<file path="src/rtl/crm_seq_if.sv">
// crm_seq_if: groups the divider control, software reset request and the sequenced reset outputs of crm_seq
//   PCLK_DIV    : requested PCLKEN period minus one
//   SW_RST_REQ  : software reset request
//   PCLKEN      : APB-domain clock-enable strobe
//   SYS_ARESETN : sequenced AXI-domain reset, active-low
//   SYS_PRESETN : sequenced APB-domain reset, active-low
//   RST_BUSY    : high while the sequence has not reached RUN
interface crm_seq_if;
  logic [3:0] PCLK_DIV;
  logic       SW_RST_REQ;
  logic       PCLKEN;
  logic       SYS_ARESETN;
  logic       SYS_PRESETN;
  logic       RST_BUSY;
  modport master (output PCLK_DIV, SW_RST_REQ, input PCLKEN, SYS_ARESETN, SYS_PRESETN, RST_BUSY);
  modport slave (input PCLK_DIV, SW_RST_REQ, output PCLKEN, SYS_ARESETN, SYS_PRESETN, RST_BUSY);
endinterface

</file>
<file path="src/rtl/crm_seq.sv">
// crm_seq: clock-enable divider plus AXI/APB system reset sequencer
//   ACLK    : single clock, rising edge
//   ARESETN : asynchronous active-low reset, deasserted synchronously upstream
//   bus     : crm_seq_if slave (PCLK_DIV, SW_RST_REQ in; PCLKEN, SYS_ARESETN, SYS_PRESETN, RST_BUSY out)
module crm_seq #(
  parameter int         HOLD_CYCLES = 16,
  parameter int         PA_GAP      = 4,
  parameter logic [3:0] DEF_DIV     = 4'd1
) (
  input logic      ACLK,
  input logic      ARESETN,
  crm_seq_if.slave bus
);
  typedef enum logic [1:0] {ASSERT, REL_A, WAIT_P, RUN} state_t;
  logic [3:0] r_cnt, r_div_q;
  logic       w_tick;
  state_t     r_state, w_state_nxt;
  logic [7:0] r_hc, w_hc_nxt;
  logic       r_sys_a, r_sys_p;
  assign w_tick = r_cnt == r_div_q;
  // The divider only reloads on its own boundary, so a period is never cut short.
  always_ff @(posedge ACLK or negedge ARESETN) begin
    if (!ARESETN) begin
      r_cnt   <= '0;
      r_div_q <= DEF_DIV;
    end else begin
      r_cnt <= w_tick ? '0 : r_cnt + 4'd1;
      if (w_tick) r_div_q <= bus.PCLK_DIV;
    end
  end
  // The last REL_A cycle is already PRESETN-eligible: if PCLKEN is high there,
  // skip WAIT_P so the release lands on the first boundary at or after the gap.
  always_comb begin
    w_state_nxt = r_state;
    w_hc_nxt    = r_hc;
    case (r_state)
      ASSERT: begin
        w_state_nxt = r_hc == 8'(HOLD_CYCLES - 1) ? REL_A : ASSERT;
        w_hc_nxt    = r_hc == 8'(HOLD_CYCLES - 1) ? '0 : r_hc + 8'd1;
      end
      REL_A: begin
        w_state_nxt = r_hc == 8'(PA_GAP - 1) ? (w_tick ? RUN : WAIT_P) : REL_A;
        w_hc_nxt    = r_hc == 8'(PA_GAP - 1) ? '0 : r_hc + 8'd1;
      end
      WAIT_P: w_state_nxt = w_tick ? RUN : WAIT_P;
      default: w_state_nxt = RUN;
    endcase
    if (bus.SW_RST_REQ) begin
      w_state_nxt = ASSERT;
      w_hc_nxt    = '0;
    end
  end
  // Reset outputs are decoded from the next state so they move on the same edge as the FSM.
  always_ff @(posedge ACLK or negedge ARESETN) begin
    if (!ARESETN) begin
      r_state <= ASSERT;
      r_hc    <= '0;
      r_sys_a <= 1'b0;
      r_sys_p <= 1'b0;
    end else begin
      r_state <= w_state_nxt;
      r_hc    <= w_hc_nxt;
      r_sys_a <= w_state_nxt != ASSERT;
      r_sys_p <= w_state_nxt == RUN;
    end
  end
  assign bus.PCLKEN      = w_tick;
  assign bus.SYS_ARESETN = r_sys_a;
  assign bus.SYS_PRESETN = r_sys_p;
  assign bus.RST_BUSY    = r_state != RUN;
endmodule
</file>
<file path="src/flat_wrapper.sv">
// flat-port wrapper written by rule: the top's interface ports become plain ports
module crm_seq_flat 
#(
  parameter int         HOLD_CYCLES = 16,
  parameter int         PA_GAP      = 4,
  parameter logic [3:0] DEF_DIV     = 4'd1
)
  (ACLK, ARESETN, bus_PCLK_DIV, bus_SW_RST_REQ, bus_PCLKEN, bus_SYS_ARESETN, bus_SYS_PRESETN, bus_RST_BUSY);
  crm_seq_if bus_i ();
  input logic ACLK;
  input logic ARESETN;
  input wire logic [$bits(bus_i.PCLK_DIV)-1:0] bus_PCLK_DIV;
  input wire logic [$bits(bus_i.SW_RST_REQ)-1:0] bus_SW_RST_REQ;
  output wire logic [$bits(bus_i.PCLKEN)-1:0] bus_PCLKEN;
  output wire logic [$bits(bus_i.SYS_ARESETN)-1:0] bus_SYS_ARESETN;
  output wire logic [$bits(bus_i.SYS_PRESETN)-1:0] bus_SYS_PRESETN;
  output wire logic [$bits(bus_i.RST_BUSY)-1:0] bus_RST_BUSY;
  assign bus_i.PCLK_DIV = bus_PCLK_DIV;
  assign bus_i.SW_RST_REQ = bus_SW_RST_REQ;
  assign bus_PCLKEN = bus_i.PCLKEN;
  assign bus_SYS_ARESETN = bus_i.SYS_ARESETN;
  assign bus_SYS_PRESETN = bus_i.SYS_PRESETN;
  assign bus_RST_BUSY = bus_i.RST_BUSY;
  crm_seq #(.HOLD_CYCLES(HOLD_CYCLES), .PA_GAP(PA_GAP), .DEF_DIV(DEF_DIV)) u_core (.ACLK(ACLK), .ARESETN(ARESETN), .bus(bus_i));
endmodule
</file>
<file path="config.mk">
export PLATFORM = sky130hd
export DESIGN_NAME = crm_seq_flat
export DESIGN_NICKNAME = d
export VERILOG_FILES = /design/src/rtl/crm_seq_if.sv /design/src/rtl/crm_seq.sv /design/src/flat_wrapper.sv
export SDC_FILE = /design/constraint.sdc
export NUM_CORES = 1
export LEC_CHECK = 0
export ABC_AREA = 0
export BUFFER_PORTS_ARGS = -buffer_cell sky130_fd_sc_hd__buf_2
export CORE_MARGIN = 2
export CORE_UTILIZATION = 55
export DETAILED_ROUTE_END_ITERATION = 16
export GPL_TIMING_DRIVEN = 1
export PLACE_DENSITY = 0.83
export SYNTH_ARGS = -nofsm -noshare
export SYNTH_HDL_FRONTEND = slang
export SYNTH_SLANG_ARGS = --single-unit
</file>
<file path="constraint.sdc">
create_clock -name ACLK -period 1.85 [get_ports ACLK]
set_input_delay 0.37 -clock ACLK [delete_from_list [all_inputs] [get_ports ACLK]]
set_output_delay 0.37 -clock ACLK [all_outputs]
set_load 0.02 [all_outputs]
</file>
==> summary by stage, run 1 <==
Worst setup path
The kind of critical path is flop to primary output. STA puts the critical path data required time at between 1000 and 1500 ps. The signal on the critical path passes through xor2_1 -> nor4_4 -> buf_4. The arrival time reported for the critical path endpoint is 1450 ps. The biggest fanout along the worst timing path is 3.

On the critical path, the stage with the largest delay is an instance of sky130_fd_sc_hd__dfrtp_1. Tracing the worst setup path back leads to its startpoint at u_core.r_cnt[2]$_DFF_PN0_. The endpoint class of the critical path is a primary output. The reg-to-reg startpoint is u_core.r_hc[5]$_DFFE_PN0P_. In this design, the stage delay of the slowest critical-path cell is between 400 and 500 ps. The worst setup path is launched from a flop.

Drt
The average vias per placed instance is ~5.5. Detailed routing inserted a total of roughly 760 vias. The final routed wire length divided by cell count is roughly 14 um. The total wirelength of the detailed-routed design is between 1.5 and 2 mm. The initial DRC count is 24. The length of the first detailed-routing pass in iterations is 4. In this run the remaining antenna-violating nets after routing total 0. The residual DRC count is 0.

Status
The checks that failed: negative hold slack. The run finished, with violations left.

Pwr
In this run the static leakage power is 0.503 nW. The net switching power figure is roughly 0.00047 W. The internal portion of total power is 0.000903 W. In this run switching power makes up between 30% and 40% of total power. The portion of total power attributed to sequential cells is 45.5%. The part of the power in combinational logic is approximately two fifths. The peak ir drop on the vdd network is roughly 0.00080 V. Per report_power, the clock group accounts for between 10% and 20% of the total. Power spread over the standard cell area amounts to about 1200 nW/um^2.

Layout
The antenna diode instance count is 0. The fraction of final layout cells with drive strength greater than 1 is between 20 and 30%. The number of nets in the final layout is between 100 and 150.

The final instance area is roughly 1200 um^2. The area growth from synthesis to layout is 15.8%. The layout has 150 filler cells. The number of cells in the finished layout apart from fillers is approximately 140.

Global route
Global routing consumed, over all layers together, 21.2% of the routing resources. Global routing finished with a remaining overflow of 0. The via count of the first global-routing pass was about 690. The number of antenna violations at the first check in global routing came to 0. The largest net degree at the start of global routing is 21. The first global-routing pass estimated about 3.2 mm of wire.

Synth
For this run, the number of Yosys warnings is 0. The net count after synthesis is about 100. After synthesis, the share of flip-flops with an asynchronous set or reset is 100%. In the synthesized netlist the dominant register cell turns out to be sky130_fd_sc_hd__dfrtp_1.

After technology mapping, the gate count stands at 92. After synthesis the cells add up to about 1000 um^2. The post-synthesis area per instance is between 10 and 15 um^2. Sequential cells were found to cover roughly half of the synthesized design area.

The synthesized design contains 0 enable-type register cells. In this run, synthesis produced a sequential element count of 20. The synthesized netlist contains 30 unique library cells.

CTS
Clock tree synthesis inserted a total of 3 buffers. The number of hold-repair buffers added at the cts stage is 0. The CTS tree is done. After clock tree synthesis, the clock-pin slew on the worst setup and hold paths is roughly 110 ps.

For the worst-skew pair, the clock arrives at the later sink with an insertion delay of ~300 ps. CTS built an H-tree with a depth of 1. The number of buffers on the longest clock path is 2. The cell at the root of the clock tree is sky130_fd_sc_hd__clkbuf_4. The sink count of the clock tree is 20.

Floorplan
The floorplan step defined a die boundary enclosing roughly 2200 um^2. The floorplan step set the die width to 46.7 um. The initial utilization of the core area, before any placement, comes to 58.1%.

The chip height is ~47 um. The number of primary I/O pins is 11. In this run the core area contains 15 standard-cell rows. After floorplanning, the core was sized to cover 1730 um^2.

STA
In this run the tightest slew margin relative to its limit is approximately two thirds. The worst path meets setup with ~27 ps of slack. Setup violations remaining at the end of the flow were counted as 0. The count of final max-slew check failures is 0. The worst hold margin is -15.1 ps. Based on the critical path, the design can be clocked at up to 0.548 GHz. The hold violation total from the final report came to 12. In the finished design, the share of the clock period the worst path needs comes to 98.6%.

Across the routed clock network, the largest skew measured is about 8.8 ps. The sum of negative setup slack is 0 ps. Subtracting the final worst setup slack from the clock period gives around 1800 ps. Setup repair after global routing could not meet its margin everywhere. At the pin with the least slew margin, the transition time is 471 ps.

Placement
Routability-driven placement finished with a final weighted congestion of roughly 0.89. The number of I/O port buffers is 10. The instance area after placement is 1100 um^2. After detailed placement, the design holds a cell count of about 130. Before CTS, the worst setup slack after placement is ~190 ps. Detailed placement finished with a half-perimeter wire length of between 1 and 1.5 mm.

Job
The tool flagged a number of max-cap violations equal to 0.

Hold path
The worst hold path belongs to the class input port to asynchronous set/reset pin.
## logic make-up after synthesis
logic type,Yosys count,share of synthesized area [%]
buf+inv,5,2.62
flops,20,50.0
simple gates,36,22.4
mux,4,4.49
fa+ha+maj,2,2.49
compound gates,16,10.1
xor+xnor,9,7.86
## state kept, by name, indices dropped and copies added (netlist names)
register,cells
u_core.r_state,2
u_core.bus.SYS_PRESETN,1
u_core.r_hc,8
u_core.bus.SYS_ARESETN,1
u_core.r_cnt,4
u_core.r_div_q,4
## synth_stat cells (2+ instances only)
| cell | count | area share, % |
|---|---|---|
| sky130_fd_sc_hd__a211oi_1 | 2 | 1.5 |
| sky130_fd_sc_hd__a21oi_1 | 7 | 3.5 |
| sky130_fd_sc_hd__clkbuf_1 | 2 | 0.75 |
| sky130_fd_sc_hd__dfrtp_1 | 19 | 47 |
| sky130_fd_sc_hd__ha_1 | 2 | 2.5 |
| sky130_fd_sc_hd__inv_1 | 2 | 0.75 |
| sky130_fd_sc_hd__mux2_2 | 4 | 4.5 |
| sky130_fd_sc_hd__nand2_1 | 8 | 3.0 |
| sky130_fd_sc_hd__nand3_1 | 3 | 1.5 |
| sky130_fd_sc_hd__nand3b_1 | 2 | 1.5 |
| sky130_fd_sc_hd__nor2_1 | 9 | 3.4 |
| sky130_fd_sc_hd__nor2b_1 | 3 | 1.9 |
| sky130_fd_sc_hd__nor4_1 | 2 | 1.2 |
| sky130_fd_sc_hd__o21ai_0 | 2 | 1.0 |
| sky130_fd_sc_hd__or3_1 | 3 | 1.9 |
| sky130_fd_sc_hd__xnor2_1 | 2 | 1.7 |
| sky130_fd_sc_hd__xor2_1 | 7 | 6.1 |
## stage by stage
stage | total power (W) | util [%] | hold slack (ps)
floorplan | 0.000980 | - | 74.4
global placement | 0.00106 | 63.9 | 334
detailed placement | 0.00109 | 63.9 | 340
CTS | 0.00133 | 66.0 | 0.920
global route | 0.00146 | 67.3 | 8.99
finish | 0.00137 | 67.3 | -15.1
## final cells by class
type                            instances  area (um^2)  share of cell area [%]
Clock buffer                            4         26.3                    2.26
Inverter                                2         7.51                   0.646
Multi-Input combinational cell         67          475                    40.9
Sequential cell                        20          502                    43.2
Tap cell                               25         31.3                    2.69
Timing Repair Buffer                   19          120                    10.3
## critical path, delay by kind of cell, from the launching register on
family                    cells  cell delay (ps)
and+or+nand+nor               1              340
DFF                           1              430
buffers and inverters         1              200
xor gates and xnor gates      1              180
## worst paths after layout
check                      cells after the start                          endpoint  slack (ps)
setup / recovery                               3                        bus_PCLKEN          30
hold / removal                                 1        u_core.r_hc[6]$_DFFE_PN0P_         -20
setup reg to reg                               4  u_core.bus.SYS_PRESETN$_DFF_PN0_         160
hold reg to reg                                1     u_core.r_div_q[3]$_DFFE_PN0N_         540
max in group asynchronous                      1     u_core.r_div_q[0]$_DFFE_PN1N_        1520
min in group ACLK                              2     u_core.r_div_q[3]$_DFFE_PN0N_         300
## power groups by stage
stage / clock network [W] / registers [W] / logic (W)
6_report: 0.000213 / 0.000623 / 0.000534
5_1_grt: 0.000244 / 0.000638 / 0.000574
4_1_cts: 0.000222 / 0.000627 / 0.000482
3_5_place_dp: 0 / 0.000643 / 0.000448
3_3_place_gp: 0 / 0.000636 / 0.000419
2_1_floorplan: 0 / 0.000622 / 0.000358
## cell usage in the layout (no fill, tap or decap), drive strengths merged, types with 2 or more instances in the layout
cell / count
a211oi: 2
a21oi: 7
buf: 19
clkbuf: 4
dfrtp: 19
ha: 2
inv: 2
mux2: 4
nand2: 8
nand3: 3
nand3b: 2
nor2: 9
nor2b: 3
nor4: 3
o21ai: 2
or3: 3
xnor2: 2
xor2: 7
## per-layer routing
metal  track usage, %  share of wire (%)  vias up
met5                0                  0        -
met4             11.7                2.2        0
met3             3.53                3.4        5
met2             30.6                 47       20
met1             30.2                 48      367
li1                 -                  -      363
## repair_timing
| action | 4_1_cts | 5_1_grt |
|---|---|---|
| gates resized for setup | 1 | 0 |
| pin swaps | 1 | 1 |
| endpoints found under the setup margin | 1 | 1 |
| buffers inserted | 1 | 3 |
| endpoints found under the hold margin | 0 | 0 |
Note: power is estimated with default switching activity, not from simulation.
==> run 2: changes to the inputs <==
--- a/config.mk
+++ b/config.mk
@@ -11,6 +11,7 @@
 export CORE_UTILIZATION = 55
 export DETAILED_ROUTE_END_ITERATION = 16
 export GPL_TIMING_DRIVEN = 1
+export HOLD_SLACK_MARGIN = 0.03
 export PLACE_DENSITY = 0.83
 export SYNTH_ARGS = -nofsm -noshare
 export SYNTH_HDL_FRONTEND = slang
==> run 2 against run 1 <==
Against the previous run:
- the run now ends clean
- fmax unchanged
- register-to-register slack about the same
- hold slack improved by 310 ps
- first-iteration DRC count is the same
- via count increased by 0.26%
- cell area up 0.86%
- total power grew 0.12%
- largest power group unchanged
==> summary by stage, run 2 (same netlist as run 1, synthesis figures left out) <==
Placement
The weighted congestion at the end of routability-driven global placement is 0.891 (unchanged). The worst-case setup slack after placement is 194 ps (unchanged). The count of placed standard cells including taps is 129 (unchanged). The detailed-placement wirelength estimate is 1.35 mm (unchanged). The number of I/O port buffers was 10 (unchanged).

Hold path
The origin of the worst min-delay path is bus_PCLK_DIV[3]. The path type of the worst min-delay path is input port to flop. The path with the worst hold slack has its endpoint at u_core.r_div_q[3]$_DFFE_PN0N_. Along the worst hold path, the cell count comes to 2.

Drt
The average vias per placed instance came to 5.49 (-0.46%). The final routed wire length divided by cell count is 14.0 um (-0.26%). The total wirelength of the detailed-routed design is 1.93 mm (+0.47%).

The residual antenna-violating net count after detailed routing is 0 (unchanged). The number of vias in the routed layout is 757 (+0.26%). The initial DRC count was 24 (unchanged). The length of the first detailed-routing pass in iterations is 4 (unchanged). The residual DRC count is 0 (unchanged).

Worst setup path
The biggest fanout along the worst timing path is 3 (unchanged). The setup slack of the worst register-to-register path is 160 ps (about the same). The critical path startpoint category is a flop.

The kind of critical path is flop to primary output. STA classifies the critical path endpoint as a primary output. The arrival time reported for the critical path endpoint came to 1450 ps (about the same).

The required time of the critical path is 1480 ps (about the same). The endpoint of the lowest-slack register-to-register path is u_core.bus.SYS_PRESETN$_DFF_PN0_. The worst reg-to-reg path cell count is 4 (unchanged).

The worst register-to-register path begins at u_core.r_hc[5]$_DFFE_PN0P_.

Global route
The largest net degree at the start of global routing is 21 (unchanged). The wire length of the first global-routing pass came to 3.18 mm (unchanged). The via count of the first global-routing pass came to 694 (unchanged). The number of antenna violations at the first check in global routing came to 0 (unchanged).

The total global routing track utilization is 21.2% (unchanged). The total overflow reported by the global router is 0 (unchanged).

STA
The count of final setup violators came to 0 (unchanged). The actual transition at the worst max-transition pin came to 471 ps (unchanged). The highest achievable clock rate was 0.548 GHz (unchanged).

The relative slew slack was 68.3% (unchanged). Setup repair after global routing could not meet its margin everywhere. The hold violation total from the final report is 0 (-12). The maximum clock skew at final layout was 8.82 ps (unchanged). The post-route fraction of the period consumed by the critical path is 98.6% (unchanged). The final worst slack was 26.7 ps (unchanged). The count of final max-slew check failures was 0 (unchanged). The minimum clock period after layout is 1820 ps (unchanged).

Layout
The number of flip-flops under the largest register name is 8 (unchanged). The area growth from synthesis to layout is 16.8%. Ranked by flip-flop count, first place goes to u_core.r_hc.

The most frequent standard cell in the layout excluding fill and tap cells is sky130_fd_sc_hd__dfrtp_1. The number of cells in the finished layout apart from fillers came to 138 (+0.73%). The number of nets in the final layout is 123 (+0.82%). The fraction of final layout cells with drive strength greater than 1 is 27.4% (-0.24 points). In the layout the commonest cells are sky130_fd_sc_hd__dfrtp_1 (19), sky130_fd_sc_hd__buf_4 (10), sky130_fd_sc_hd__nor2_1 (9), sky130_fd_sc_hd__buf_2 (9), sky130_fd_sc_hd__nand2_1 (8). The antenna diode instance count is 0 (unchanged). In the final layout, the registers with the most flip-flops are u_core.r_hc (8), u_core.r_cnt (4), u_core.r_div_q (4).

Floorplan
The effective utilization at floorplan was 58.1% (unchanged). The number of primary I/O pins is 11 (unchanged). The chip height is 46.7 um (unchanged). The die area is 2180 um^2 (unchanged). The die outline width is 46.7 um (unchanged). The count of standard-cell rows was 15 (unchanged).

The placeable core region came to 1730 um^2 (unchanged).

CTS
The tree is rooted in a sky130_fd_sc_hd__clkbuf_4. The sink count of the clock tree came to 20 (unchanged). The clock network latency to the later pin of the worst-skew pair is 300 ps (about the same). The number of buffers on the longest clock path came to 2 (unchanged).

The CTS tree is done. The deepest level of the CTS H-tree was 1 (unchanged). The clock transition at the registers of the reported paths is 110 ps (about the same).

The number of clock buffers inserted by TritonCTS is 3 (unchanged).

Pwr
The leakage power summed over all cells is 0.507 nW (+0.83%). The power per cell area came to 1170 nW/um^2 (-0.74%). The peak ir drop on the vdd network came to 0.000804 V (about the same).

Job
The max-capacitance violation count came to 0 (unchanged).

Status
The run finished with clean final reports.
[run 2: metrics by stage]
step / TNS [ps] / total power [W] / hold slack [ps] / area, um^2 / utilization [%]
final: 0 / 0.00137 / 300 / 1170 / 67.9
after global routing: -28.6 / 0.00146 / 286 / 1170 / 67.9
after CTS: 0 / 0.00133 / 291 / 1150 / 66.6
after detailed placement: 0 / 0.00109 / 340 / 1100 / 63.9
after global placement: 0 / 0.00106 / 334 / 1100 / 63.9
after floorplan: 0 / 0.000980 / 74.4 / 1000 / -
[run 2: routing by layer]
layer  GRT usage, %  wire length, um  vias up
li1               -                -      365
met1           30.2              918      367
met2           30.6              900       20
met3           3.53               65        5
met4           11.7               42        0
met5              0                0        -
[run 2: worst max path at each step]
| stage | from | end | cells after the start |
|---|---|---|---|
| after CTS | u_core.r_cnt[2]$_DFF_PN0_ | bus_PCLKEN | 3 |
| after detailed placement | u_core.r_hc[5]$_DFFE_PN0P_ | u_core.bus.SYS_PRESETN$_DFF_PN0_ | 4 |
| after global routing | u_core.r_cnt[2]$_DFF_PN0_ | bus_PCLKEN | 3 |
| final | u_core.r_cnt[2]$_DFF_PN0_ | bus_PCLKEN | 3 |
| after floorplan | u_core.r_div_q[0]$_DFFE_PN1N_ | u_core.r_div_q[2]$_DFFE_PN0N_ | 4 |
| after global placement | u_core.r_hc[5]$_DFFE_PN0P_ | u_core.bus.SYS_PRESETN$_DFF_PN0_ | 4 |
[run 2: area by class of cell]
class / count / area [um^2]
Tap cell: 25 / 31.3
Sequential cell: 20 / 502
Timing Repair Buffer: 20 / 130
Fill cell: 149 / 554
Multi-Input combinational cell: 67 / 475
Clock buffer: 4 / 26.3
Inverter: 2 / 7.51
[run 2: critical path, cell delays in order (launching register included)]
cell and delay [ps]:
sky130_fd_sc_hd__dfrtp_1 430, sky130_fd_sc_hd__xor2_1 180, sky130_fd_sc_hd__nor4_4 340, sky130_fd_sc_hd__buf_4 200
[run 2: power by group]
group	switching, W	internal, W
clock network	0.000128	0.0000842
logic	0.000262	0.000274
registers	0.0000764	0.000546
total	0.000467	0.000905
[run 2: repair_timing]
item | in CTS | in global routing
buffers inserted | 1 | 3
hold buffers | 1 | 0
gates resized for setup | 1 | 0
endpoints found under the setup margin | 1 | 1
hold endpoints to repair | 19 | 0
pin swaps | 1 | 1
==> run 3: changes to the inputs <==
--- a/config.mk
+++ b/config.mk
@@ -6,13 +6,14 @@
 export NUM_CORES = 1
 export LEC_CHECK = 0
 export ABC_AREA = 0
+export ABC_CLOCK_PERIOD_IN_PS = 2300
 export BUFFER_PORTS_ARGS = -buffer_cell sky130_fd_sc_hd__buf_2
 export CORE_MARGIN = 2
-export CORE_UTILIZATION = 55
+export CORE_UTILIZATION = 60
 export DETAILED_ROUTE_END_ITERATION = 16
 export GPL_TIMING_DRIVEN = 1
 export HOLD_SLACK_MARGIN = 0.03
-export PLACE_DENSITY = 0.83
+export PLACE_DENSITY = 0.88
 export SYNTH_ARGS = -nofsm -noshare
 export SYNTH_HDL_FRONTEND = slang
 export SYNTH_SLANG_ARGS = --single-unit
==> constraint.sdc (replaced) <==
create_clock -name ACLK -period 2.3 [get_ports ACLK]
set_input_delay 0.46 -clock ACLK [delete_from_list [all_inputs] [get_ports ACLK]]
set_output_delay 0.46 -clock ACLK [all_outputs]
set_load 0.02 [all_outputs]
==> run 3 against run 2 <==
Against the previous run:
- cell count decreased by 13%
- critical path depth is the same
- wire length down 13%
- non-clock buffer count decreased by 9
- largest power group unchanged
==> summary by stage, run 3 (same netlist as run 1, synthesis figures left out) <==
Job
The max-capacitance violation count came to 0 (unchanged).

STA
The post-route fraction of the period consumed by the critical path is between 80% and 90%. The hold violation total from the final report is 0 (unchanged). The minimum clock period after layout is 1870 ps. The worst hold margin is 75.9 ps (-224 ps). The sum of negative setup slack is 0 ps (unchanged).

The count of final setup violators is 0 (unchanged). Static timing analysis puts the maximum clock frequency at 0.534 GHz. The relative slew slack is 72.2% (+3.9 points). Setup repair after global routing left no endpoint under its margin. The count of final max-slew check failures came to 0 (unchanged).

The final worst slack is 427 ps (+401 ps). The actual transition at the worst max-transition pin is 414 ps (-57.4 ps). The maximum clock skew at final layout came to 4.22 ps (-4.60 ps).

Worst setup path
The critical path startpoint category is a flop. The arrival time reported for the critical path endpoint was 1410 ps (-40 ps). The required time of the critical path was 1840 ps (+360 ps).

The critical path goes through xor2_1 -> nor4_4 -> buf_2. The biggest fanout along the worst timing path came to 2 (-1). For this design, the slowest cell found on the critical path is sky130_fd_sc_hd__dfstp_2. The endpoint class of the critical path is a primary output. The setup slack of the worst register-to-register path is 620 ps (+460 ps). The kind of critical path is flop to primary output. The biggest cell delay along the critical path was 550 ps (+120 ps).

Layout
The library cells used most frequently in the layout, excluding fill and tap cells, are sky130_fd_sc_hd__dfrtp_1 (19), sky130_fd_sc_hd__buf_2 (10), sky130_fd_sc_hd__nor2_1 (9). The antenna diode instance count was 0 (unchanged). The number of flip-flops under the largest register name is 8 (unchanged).

The number of filler cells placed in the layout is 116 (-22%). The top register by number of flip-flops is u_core.r_hc. The number of nets in the final layout is 114 (-7.3%). The number of cells in the finished layout apart from fillers came to 120 (-13%). The fraction of final layout cells with drive strength greater than 1 came to 23.1% (-4.4 points). The largest registers in the layout are u_core.r_hc (8), u_core.r_cnt (4), u_core.r_div_q (4).

From synthesis to final layout, the design area changed by 9.48%. Leaving out fill and tap cells, the most frequent cell in the layout is sky130_fd_sc_hd__dfrtp_1.

Pwr
The peak ir drop on the vdd network was 0.000608 V (-24%). The net switching power figure is 0.000343 W (-26%). The portion of total power attributed to sequential cells is 49.0% (+3.6 points). The power per cell area came to 947 nW/um^2 (-19%). The leakage power summed over all cells was 0.468 nW (-7.7%).

The part of the power in the clock network is 19.2% (+3.7 points). The part of the power in combinational logic was 31.8% (-7.3 points). The switching share of power is 33.0% (-1.0 points). The internal portion of total power is 0.000697 W (-23%).

Hold path
The path type of the worst min-delay path is input port to asynchronous set/reset pin.

Floorplan
The chip height is 44.9 um (-3.9%). The count of standard-cell rows came to 14 (-1). The effective utilization at floorplan is 65.1% (+7.0 points).

The die area is 2020 um^2 (-7.6%). The number of primary I/O pins was 11 (unchanged). The placeable core region is 1540 um^2 (-11%). The die outline width is 44.9 um (-3.9%).

Drt
The residual antenna-violating net count after detailed routing is 0 (unchanged). The initial DRC count is 2 (-92%). The final routed wire length divided by cell count is 14.0 um (+0.37%).

The average vias per placed instance is 5.84 (+6.5%). The total wirelength of the detailed-routed design is 1.68 mm (-13%). The residual DRC count was 0 (unchanged).

The length of the first detailed-routing pass in iterations is 2 (-2). The number of vias in the routed layout came to 701 (-7.4%).

Global route
The number of antenna violations at the first check in global routing is 0 (unchanged). The via count of the first global-routing pass was 684 (-1.4%). The wire length of the first global-routing pass is 3.13 mm (-1.7%).

The total global routing track utilization came to 21.9% (+0.77 points). The largest net degree at the start of global routing was 21 (unchanged). The total overflow reported by the global router is 0 (unchanged).

Placement
The number of I/O port buffers is 10 (unchanged). The count of placed standard cells including taps was 116 (-10%). The weighted congestion at the end of routability-driven global placement is 0.822 (-7.7%). The detailed-placement wirelength estimate is 1.14 mm (-15%). The worst-case setup slack after placement is 717 ps (+524 ps).

CTS
The clock transition at the registers of the reported paths is 110 ps (about the same). The count of buffers added by post-CTS timing repair for setup is 0 (-1). The clock network latency to the later pin of the worst-skew pair is 300 ps (about the same). The deepest level of the CTS H-tree is 1 (unchanged).

The sink count of the clock tree was 20 (unchanged). The total of cells resized after clock tree synthesis is 0 (-1). The tree is rooted in a sky130_fd_sc_hd__clkbuf_4.

The CTS tree is done. The number of clock buffers inserted by TritonCTS is 3 (unchanged). The number of hold-repair buffers added at the cts stage is 0 (-1). The number of buffers on the longest clock path came to 2 (unchanged).

Status
The run finished with clean final reports.
==> run 3: cell count changes in the layout (fill, tap and decap cells not counted) <==
| cell | change |
|---|---|
| sky130_fd_sc_hd__clkbuf_1 | -1 |
| sky130_fd_sc_hd__buf_2 | +1 |
| sky130_fd_sc_hd__dlygate4sd3_1 | -1 |
| sky130_fd_sc_hd__buf_4 | -9 |
| sky130_fd_sc_hd__clkbuf_8 | +1 |
==> run 3: layout make-up <==
| class | instances | area, um^2 | share of cell area [%] |
|---|---|---|---|
| Sequential cell | 20 | 502 | 45.7 |
| Inverter | 2 | 7.51 | 0.683 |
| Clock buffer | 4 | 36.3 | 3.30 |
| Multi-Input combinational cell | 67 | 475 | 43.3 |
| Timing Repair Buffer | 11 | 57.6 | 5.24 |
| Tap cell | 16 | 20.0 | 1.82 |
==> run 3: final timing paths <==
| path | start | endpoint | depth (start not counted) |
|---|---|---|---|
| setup reg to reg | u_core.r_hc[5]$_DFFE_PN0P_ | u_core.r_hc[1]$_DFFE_PN0P_ | 4 |
| hold / removal | ARESETN | u_core.r_div_q[3]$_DFFE_PN0N_ | 1 |
| max in group asynchronous | ARESETN | u_core.r_div_q[0]$_DFFE_PN1N_ | 1 |
| setup / recovery | u_core.r_div_q[0]$_DFFE_PN1N_ | bus_PCLKEN | 3 |
| min in group ACLK | bus_PCLK_DIV[3] | u_core.r_div_q[3]$_DFFE_PN0N_ | 2 |
| hold reg to reg | u_core.r_cnt[0]$_DFF_PN0_ | u_core.r_cnt[0]$_DFF_PN0_ | 1 |
==> run 3: power groups by stage <==
stage	Clock [W]	Sequential, W	Combinational, W
finish	0.000200	0.000510	0.000330
global route	0.000220	0.000521	0.000370
floorplan	0	0.000500	0.000288
CTS	0.000205	0.000510	0.000336
global placement	0	0.000510	0.000322
detailed placement	0	0.000518	0.000329
==> run 3: critical path: cells and delay by family (launching register included) <==
| family | cells | cell delay (ps) |
|---|---|---|
| xor gates and xnor gates | 1 | 90 |
| buffers and inverters | 1 | 200 |
| DFF | 1 | 550 |
| and+or+nand+nor | 1 | 270 |
==> run 3: layer usage <==
| layer | up-vias | track usage [%] | wire length (um) | part of all wire (%) |
|---|---|---|---|---|
| li1 | 353 | - | - | - |
| met2 | 10 | 33.9 | 780 | 46 |
| met3 | 4 | 3.60 | 45 | 2.7 |
| met5 | - | 0 | 0 | 0 |
| met1 | 334 | 30.1 | 821 | 49 |
| met4 | 0 | 10.6 | 34 | 2.0 |
==> run 3: per-stage QoR <==
| step | area [um^2] | total power, W | util [%] |
|---|---|---|---|
| final | 1100 | 0.00104 | 71.3 |
| after CTS | 1100 | 0.00105 | 71.3 |
| after detailed placement | 1060 | 0.000847 | 68.9 |
| after global placement | 1060 | 0.000832 | 68.9 |
| after floorplan | 1000 | 0.000788 | - |
| after global routing | 1100 | 0.00111 | 71.3 |
